**config.mk**
```make
export PLATFORM = sky130hd
export DESIGN_NAME = mult_operand_sequencer_flat
export DESIGN_NICKNAME = d
export VERILOG_FILES = /design/src/rtl/mult_operand_sequencer_if.sv /design/src/rtl/mult_operand_sequencer.sv /design/src/flat_wrapper.sv
export SDC_FILE = /design/constraint.sdc
export NUM_CORES = 1
export LEC_CHECK = 0
export CORE_ASPECT_RATIO = 2
export CORE_UTILIZATION = 42
export DETAILED_ROUTE_END_ITERATION = 10
export HOLD_SLACK_MARGIN = 0.05
export PLACE_DENSITY = 0.75
export SLEW_MARGIN = 20
export SYNTH_ARGS = -nofsm -noshare
export SYNTH_HDL_FRONTEND = slang
export SYNTH_SLANG_ARGS = --single-unit
```
**constraint.sdc**
```tcl
create_clock -name clk -period 1.9 [get_ports clk]
set_input_delay 0.19 -clock clk [delete_from_list [all_inputs] [get_ports clk]]
set_output_delay 0.19 -clock clk [all_outputs]
set_load 0.02 [all_outputs]
```
**src/rtl/mult_operand_sequencer_if.sv**
```systemverilog
// mult_operand_sequencer_if
//   Bundles the three handshakes the operand sequencer sits between:
//     upstream   : in_valid / in_ready / in_a / in_b
//     multiplier : mul_start / mul_data / mul_done / mul_result
//     downstream : out_valid / out_ready / out_product / out_timeout
//   plus the busy status flag.
//   modport master : the sequencer side
//   modport slave  : the environment side (feeder, multiplier, consumer)
interface mult_operand_sequencer_if #(
    parameter int DATA_W = 8
);
    logic                  in_valid;
    logic                  in_ready;
    logic [DATA_W-1:0]     in_a;
    logic [DATA_W-1:0]     in_b;
    logic                  mul_start;
    logic [DATA_W-1:0]     mul_data;
    logic                  mul_done;
    logic [2*DATA_W-1:0]   mul_result;
    logic                  out_valid;
    logic                  out_ready;
    logic [2*DATA_W-1:0]   out_product;
    logic                  out_timeout;
    logic                  busy;

    modport master (
        input  in_valid, in_a, in_b, mul_done, mul_result, out_ready,
        output in_ready, mul_start, mul_data, out_valid, out_product,
               out_timeout, busy
    );

    modport slave (
        output in_valid, in_a, in_b, mul_done, mul_result, out_ready,
        input  in_ready, mul_start, mul_data, out_valid, out_product,
               out_timeout, busy
    );
endinterface

```
**src/rtl/mult_operand_sequencer.sv**
```systemverilog
// mult_operand_sequencer
//   Feeds operand pairs into the serial repeated-addition multiplier:
//   pulses start, puts A then B on the serial bus, waits for done and
//   presents the product downstream. A zero operand skips the multiplier
//   entirely; a stalled multiplier is abandoned after TIMEOUT_CYCLES wait
//   cycles, returning all-ones with out_timeout set.
//   Ports:
//     clk  - clock, rising edge
//     rst  - asynchronous active-high reset
//     bus  - mult_operand_sequencer_if.master (all handshake signals)
module mult_operand_sequencer #(
    parameter int DATA_W         = 8,
    parameter int TIMEOUT_CYCLES = 300,
    parameter int CNT_W          = 9
) (
    input  logic                      clk,
    input  logic                      rst,
    mult_operand_sequencer_if.master  bus
);

    typedef enum logic [2:0] {
        S_IDLE, S_START, S_LOAD_A, S_LOAD_B, S_WAIT, S_OUT
    } state_t;

    state_t                r_state;
    state_t                w_state_nxt;
    logic [DATA_W-1:0]     r_a;
    logic [DATA_W-1:0]     r_b;
    logic [CNT_W-1:0]      r_cnt;
    logic [2*DATA_W-1:0]   r_product;
    logic                  r_timeout;
    logic [DATA_W-1:0]     w_mul_data;
    logic                  w_zero;
    logic                  w_expired;

    assign w_zero    = (bus.in_a == '0) || (bus.in_b == '0);
    assign w_expired = (r_cnt == CNT_W'(TIMEOUT_CYCLES - 1));

    always_ff @(posedge clk or posedge rst) begin
        if (rst) r_state <= S_IDLE;
        else     r_state <= w_state_nxt;
    end

    always_comb begin
        w_state_nxt = r_state;
        w_mul_data  = '0;
        case (r_state)
            S_IDLE:   if (bus.in_valid) w_state_nxt = w_zero ? S_OUT : S_START;
            S_START:  begin w_mul_data = r_a; w_state_nxt = S_LOAD_A; end
            S_LOAD_A: begin w_mul_data = r_a; w_state_nxt = S_LOAD_B; end
            S_LOAD_B: begin w_mul_data = r_b; w_state_nxt = S_WAIT;   end
            S_WAIT: begin
                w_mul_data = r_b;
                // done takes priority over an expiring counter
                if (bus.mul_done || w_expired) w_state_nxt = S_OUT;
            end
            S_OUT:    if (bus.out_ready) w_state_nxt = S_IDLE;
            default:  w_state_nxt = S_IDLE;
        endcase
    end

    always_ff @(posedge clk or posedge rst) begin
        if (rst) begin
            r_a       <= '0;
            r_b       <= '0;
            r_cnt     <= '0;
            r_product <= '0;
            r_timeout <= 1'b0;
        end else begin
            case (r_state)
                S_IDLE: if (bus.in_valid) begin
                    r_a <= bus.in_a;
                    r_b <= bus.in_b;
                    if (w_zero) begin
                        r_product <= '0;
                        r_timeout <= 1'b0;
                    end
                end
                S_LOAD_B: r_cnt <= '0;
                S_WAIT: begin
                    r_cnt <= r_cnt + 1'b1;
                    // mul_done is only looked at here, so a late done from an
                    // operation cut short by reset can never produce output
                    if (bus.mul_done) begin
                        r_product <= bus.mul_result;
                        r_timeout <= 1'b0;
                    end else if (w_expired) begin
                        r_product <= '1;
                        r_timeout <= 1'b1;
                    end
                end
                default: ;
            endcase
        end
    end

    assign bus.in_ready    = (r_state == S_IDLE);
    assign bus.busy        = (r_state != S_IDLE);
    assign bus.mul_start   = (r_state == S_START);
    assign bus.mul_data    = w_mul_data;
    assign bus.out_valid   = (r_state == S_OUT);
    assign bus.out_product = r_product;
    assign bus.out_timeout = r_timeout;

endmodule

```
**src/flat_wrapper.sv**
```systemverilog
// flat-port wrapper written by rule: the top's interface ports become plain ports
module mult_operand_sequencer_flat 
#(
    parameter int DATA_W         = 8,
    parameter int TIMEOUT_CYCLES = 300,
    parameter int CNT_W          = 9
)
  (clk, rst, bus_in_valid, bus_in_a, bus_in_b, bus_mul_done, bus_mul_result, bus_out_ready, bus_in_ready, bus_mul_start, bus_mul_data, bus_out_valid, bus_out_product, bus_out_timeout, bus_busy);
  mult_operand_sequencer_if #(.DATA_W(DATA_W)) bus_i ();
  input  logic clk;
  input  logic rst;
  input wire logic [$bits(bus_i.in_valid)-1:0] bus_in_valid;
  input wire logic [$bits(bus_i.in_a)-1:0] bus_in_a;
  input wire logic [$bits(bus_i.in_b)-1:0] bus_in_b;
  input wire logic [$bits(bus_i.mul_done)-1:0] bus_mul_done;
  input wire logic [$bits(bus_i.mul_result)-1:0] bus_mul_result;
  input wire logic [$bits(bus_i.out_ready)-1:0] bus_out_ready;
  output wire logic [$bits(bus_i.in_ready)-1:0] bus_in_ready;
  output wire logic [$bits(bus_i.mul_start)-1:0] bus_mul_start;
  output wire logic [$bits(bus_i.mul_data)-1:0] bus_mul_data;
  output wire logic [$bits(bus_i.out_valid)-1:0] bus_out_valid;
  output wire logic [$bits(bus_i.out_product)-1:0] bus_out_product;
  output wire logic [$bits(bus_i.out_timeout)-1:0] bus_out_timeout;
  output wire logic [$bits(bus_i.busy)-1:0] bus_busy;
  assign bus_i.in_valid = bus_in_valid;
  assign bus_i.in_a = bus_in_a;
  assign bus_i.in_b = bus_in_b;
  assign bus_i.mul_done = bus_mul_done;
  assign bus_i.mul_result = bus_mul_result;
  assign bus_i.out_ready = bus_out_ready;
  assign bus_in_ready = bus_i.in_ready;
  assign bus_mul_start = bus_i.mul_start;
  assign bus_mul_data = bus_i.mul_data;
  assign bus_out_valid = bus_i.out_valid;
  assign bus_out_product = bus_i.out_product;
  assign bus_out_timeout = bus_i.out_timeout;
  assign bus_busy = bus_i.busy;
  mult_operand_sequencer #(.DATA_W(DATA_W), .TIMEOUT_CYCLES(TIMEOUT_CYCLES), .CNT_W(CNT_W)) u_core (.clk(clk), .rst(rst), .bus(bus_i));
endmodule
```
==> results of run 1 <==
logic make-up (layout without fill, tap and decap cells):
kind of cell / after synthesis / count (layout) / synth area share
AOI/OAI and AO/OA: 53 / 53 / 0.156
xor gates and xnor gates: 1 / 1 / 0.00392
adders and majority gates: 1 / 1 / 0.00560
buffers and inverters: 30 / 114 / 0.0571
DFF: 45 / 45 / 0.504
muxes: 33 / 33 / 0.166
and+or+nand+nor: 41 / 41 / 0.106
stage by stage:
step,power [mW],setup slack [ps],setup TNS (ps),instance area (sq um),hold WS [ps]
after global placement,4.19,-273,-5140,3110,460
after floorplan,3.05,-4.63,-46.3,2240,342
after detailed placement,4.24,-299,-5350,3110,482
final,4.66,23.2,0,3180,191
after global routing,4.93,-57.6,-875,3180,235
after CTS,4.73,-10.0,-10.0,3180,196
synth_stat cells, types with 2 or more instances:
library cell | number | area, sq um
a22o_1 | 10 | 87.6
and2_2 | 2 | 15.0
nor2b_1 | 2 | 12.5
dfrtp_1 | 45 | 1130
nor4_1 | 4 | 25.0
buf_2 | 3 | 15.0
mux2_2 | 33 | 372
a21oi_1 | 20 | 100
inv_1 | 19 | 71.3
and2_1 | 4 | 25.0
nand2_1 | 6 | 22.5
nor2_1 | 10 | 37.5
clkbuf_1 | 6 | 22.5
nand2b_1 | 2 | 12.5
and3_1 | 2 | 12.5
o21ai_0 | 15 | 75.1
layer usage:
layer  routed length, um  GRT usage
met1                1990      0.238
met2                3080      0.379
met3                 149     0.0364
met4                 121     0.0902
met5                   0          0
worst paths after layout:
kind,startpoint,to,slack (ps)
max in group asynchronous,rst,u_core.r_cnt[5]$_DFFE_PP0N_,1230
min,rst,u_core.bus.out_product[5]$_DFFE_PP0P_,190
min reg2reg,u_core.r_cnt[8]$_DFFE_PP0N_,u_core.r_cnt[8]$_DFFE_PP0N_,490
max,u_core.r_cnt[4]$_DFFE_PP0N_,u_core.bus.out_product[0]$_DFFE_PP0P_,20
min in group clk,u_core.r_cnt[8]$_DFFE_PP0N_,u_core.r_cnt[8]$_DFFE_PP0N_,490
max reg2reg,u_core.r_cnt[4]$_DFFE_PP0N_,u_core.bus.out_product[0]$_DFFE_PP0P_,20
registers in the layout, summed over array words and instances, names as in the netlist:
register                cells
u_core.bus.out_product     16
u_core.bus.out_timeout      1
u_core.r_state              3
u_core.r_a                  8
u_core.r_cnt                9
u_core.r_b                  8
report_power, final:
part	switching, mW	total (mW)	internal, mW
registers	0.229	1.57	1.34
clock network	0.305	0.593	0.289
logic	1.24	2.50	1.25
placed cells by master (no fill, tap or decap), drive strengths merged, types with 4 or more instances in the layout:
cell / count
nand2: 6
o21ai: 16
inv: 19
clkdlybuf4s50: 53
dfrtp: 45
clkbuf: 7
mux2: 33
nor4: 4
and2: 6
a21oi: 20
nor2: 10
dlygate4sd2: 4
buf: 31
a22o: 10
timing repair:
item / 4_1_cts / 5_1_grt
setup endpoints to repair: 12 / 18
resized for setup: 37 / 2
setup buffers: 1 / 0
final cells by class:
type                    instances  share of cell area
multi-input cells             129               0.315
inverters                      19              0.0232
flip-flops and latches         45               0.355
clock buffers                   7              0.0272
well taps                      58              0.0229
repair buffers                 88               0.257
==> metrics, run 1 <==
outcome=completed; final-report setup violation count=0; final count of pins violating max slew=0; number of enable-type register cells in the synthesized netlist=0; row cnt=37; post-route non-filler standard cell count=346; multi-input logic area=1000 sq um; initial antenna violation count=0; Die Span X=53.6 um; leading register cell type out of synthesis=dfrtp_1; number of global-route vias before repair=1871; CP startpoint kind=flip-flop; Post-Route Utilization=0.618; DRC viols=0; total clock sinks=45; library cell contributing the largest single delay on the critical path=dfrtp_1; total stage count of the critical path=5; number of buffers inserted for hold repair after clock tree synthesis=0; number of nets produced by synthesis=242; sort of element at the end of the critical path=flip-flop; kind of critical path=flip-flop to flip-flop; worst voltage drop across the vdd grid=between 1 and 1.5 mV; total via count in the routed design=1829; class of the tightest hold or removal check=input pin to async pin; number of inserted filler cells in the final layout=446; post-synthesis cell type count=37; count of synthesis-stage warnings from yosys=0; number of antenna repair diodes=0; post-detailed-routing wire length=5340 um; largest fanout on the critical path=17; gate count of the mapped netlist=204; layout cell share with drive strength beyond 1=0.288; Via-to-Cell Ratio=about 5.3; Arrival @ worst endpoint=2060 ps; initial detailed-routing violation count=23; power density of the placed cells=1470 nW/um^2; effective utilization at floorplan=0.435; Max Cap Viol=0; H-Tree Level Count=2; highest achievable clock rate=533 MHz; Clock Pin Slew Worst Setup and Hold Paths=80 ps; clock latency at the later pin of the worst-skew pair=about 300 ps; setup repair after global routing missed its margin=true; clock tree from TritonCTS=built; top-level I/O count=66; Clock Tree Root=clkbuf_8; GRT Residual Overflow=0; area overhead of the layout relative to synthesis=42.2%; largest net degree at the start of global routing=30; Worst path top cell family by delay=simple AND/OR/NAND/NOR gates; core area=5140 sq um; die footprint=5630 sq um; drt wl/cell=between 15 and 20 um; TritonRoute pass-1 iters=4; CP Cell Sequence=nor4b_2 > nand4_2 > a221oi_4 > buf_12 > mux2_2; Leak Pwr=1.49 nW; total CTS buffers=5; register area share after synthesis=0.504; largest buffer count on any clock path=2; Tightest Pin Transition=roughly 420 ps; mean cell area of the mapped netlist=10.9 sq um; worst rel slew slack=0.720; maximum clock skew at final layout=4.65 ps; count of input and output buffers=65; Sequential cell area=1130 sq um; wire length of the first global-routing pass=8680 um; HPWL reported at the end of detailed placement=4090 um; GRT Total Usage=0.215; Min Clock Period, post-route=about 1900 ps; required arrival time at the worst endpoint=2080 ps; vertical die dimension=105 um; buffering stage count on the worst path with inverters included=1; synthesis-stage register bit count=45; summed instance area of the synthesized netlist=2230 sq um; slowest stage delay, CP=420 ps; share of the cycle needed by the critical path after routing=0.988; final hold violation count=0; number of placed cells counting well taps=338; remaining number of nets flagged by the antenna check after routing=0; worst reg2reg path depth=5; count of nets after finishing=326; RD Place Congestion=0.764; FFs w/ async S/R, synth=1.00
No activity file was read; power rests on OpenSTA's default activity.
==> run 2: changes to the inputs <==
--- a/config.mk
+++ b/config.mk
@@ -5,6 +5,7 @@
 export SDC_FILE = /design/constraint.sdc
 export NUM_CORES = 1
 export LEC_CHECK = 0
+export CAP_MARGIN = 20
 export CORE_ASPECT_RATIO = 2
 export CORE_UTILIZATION = 42
 export DETAILED_ROUTE_END_ITERATION = 10
==> results of run 2 <==
The final DEF is identical to that of run 1; final timing and power are the same.
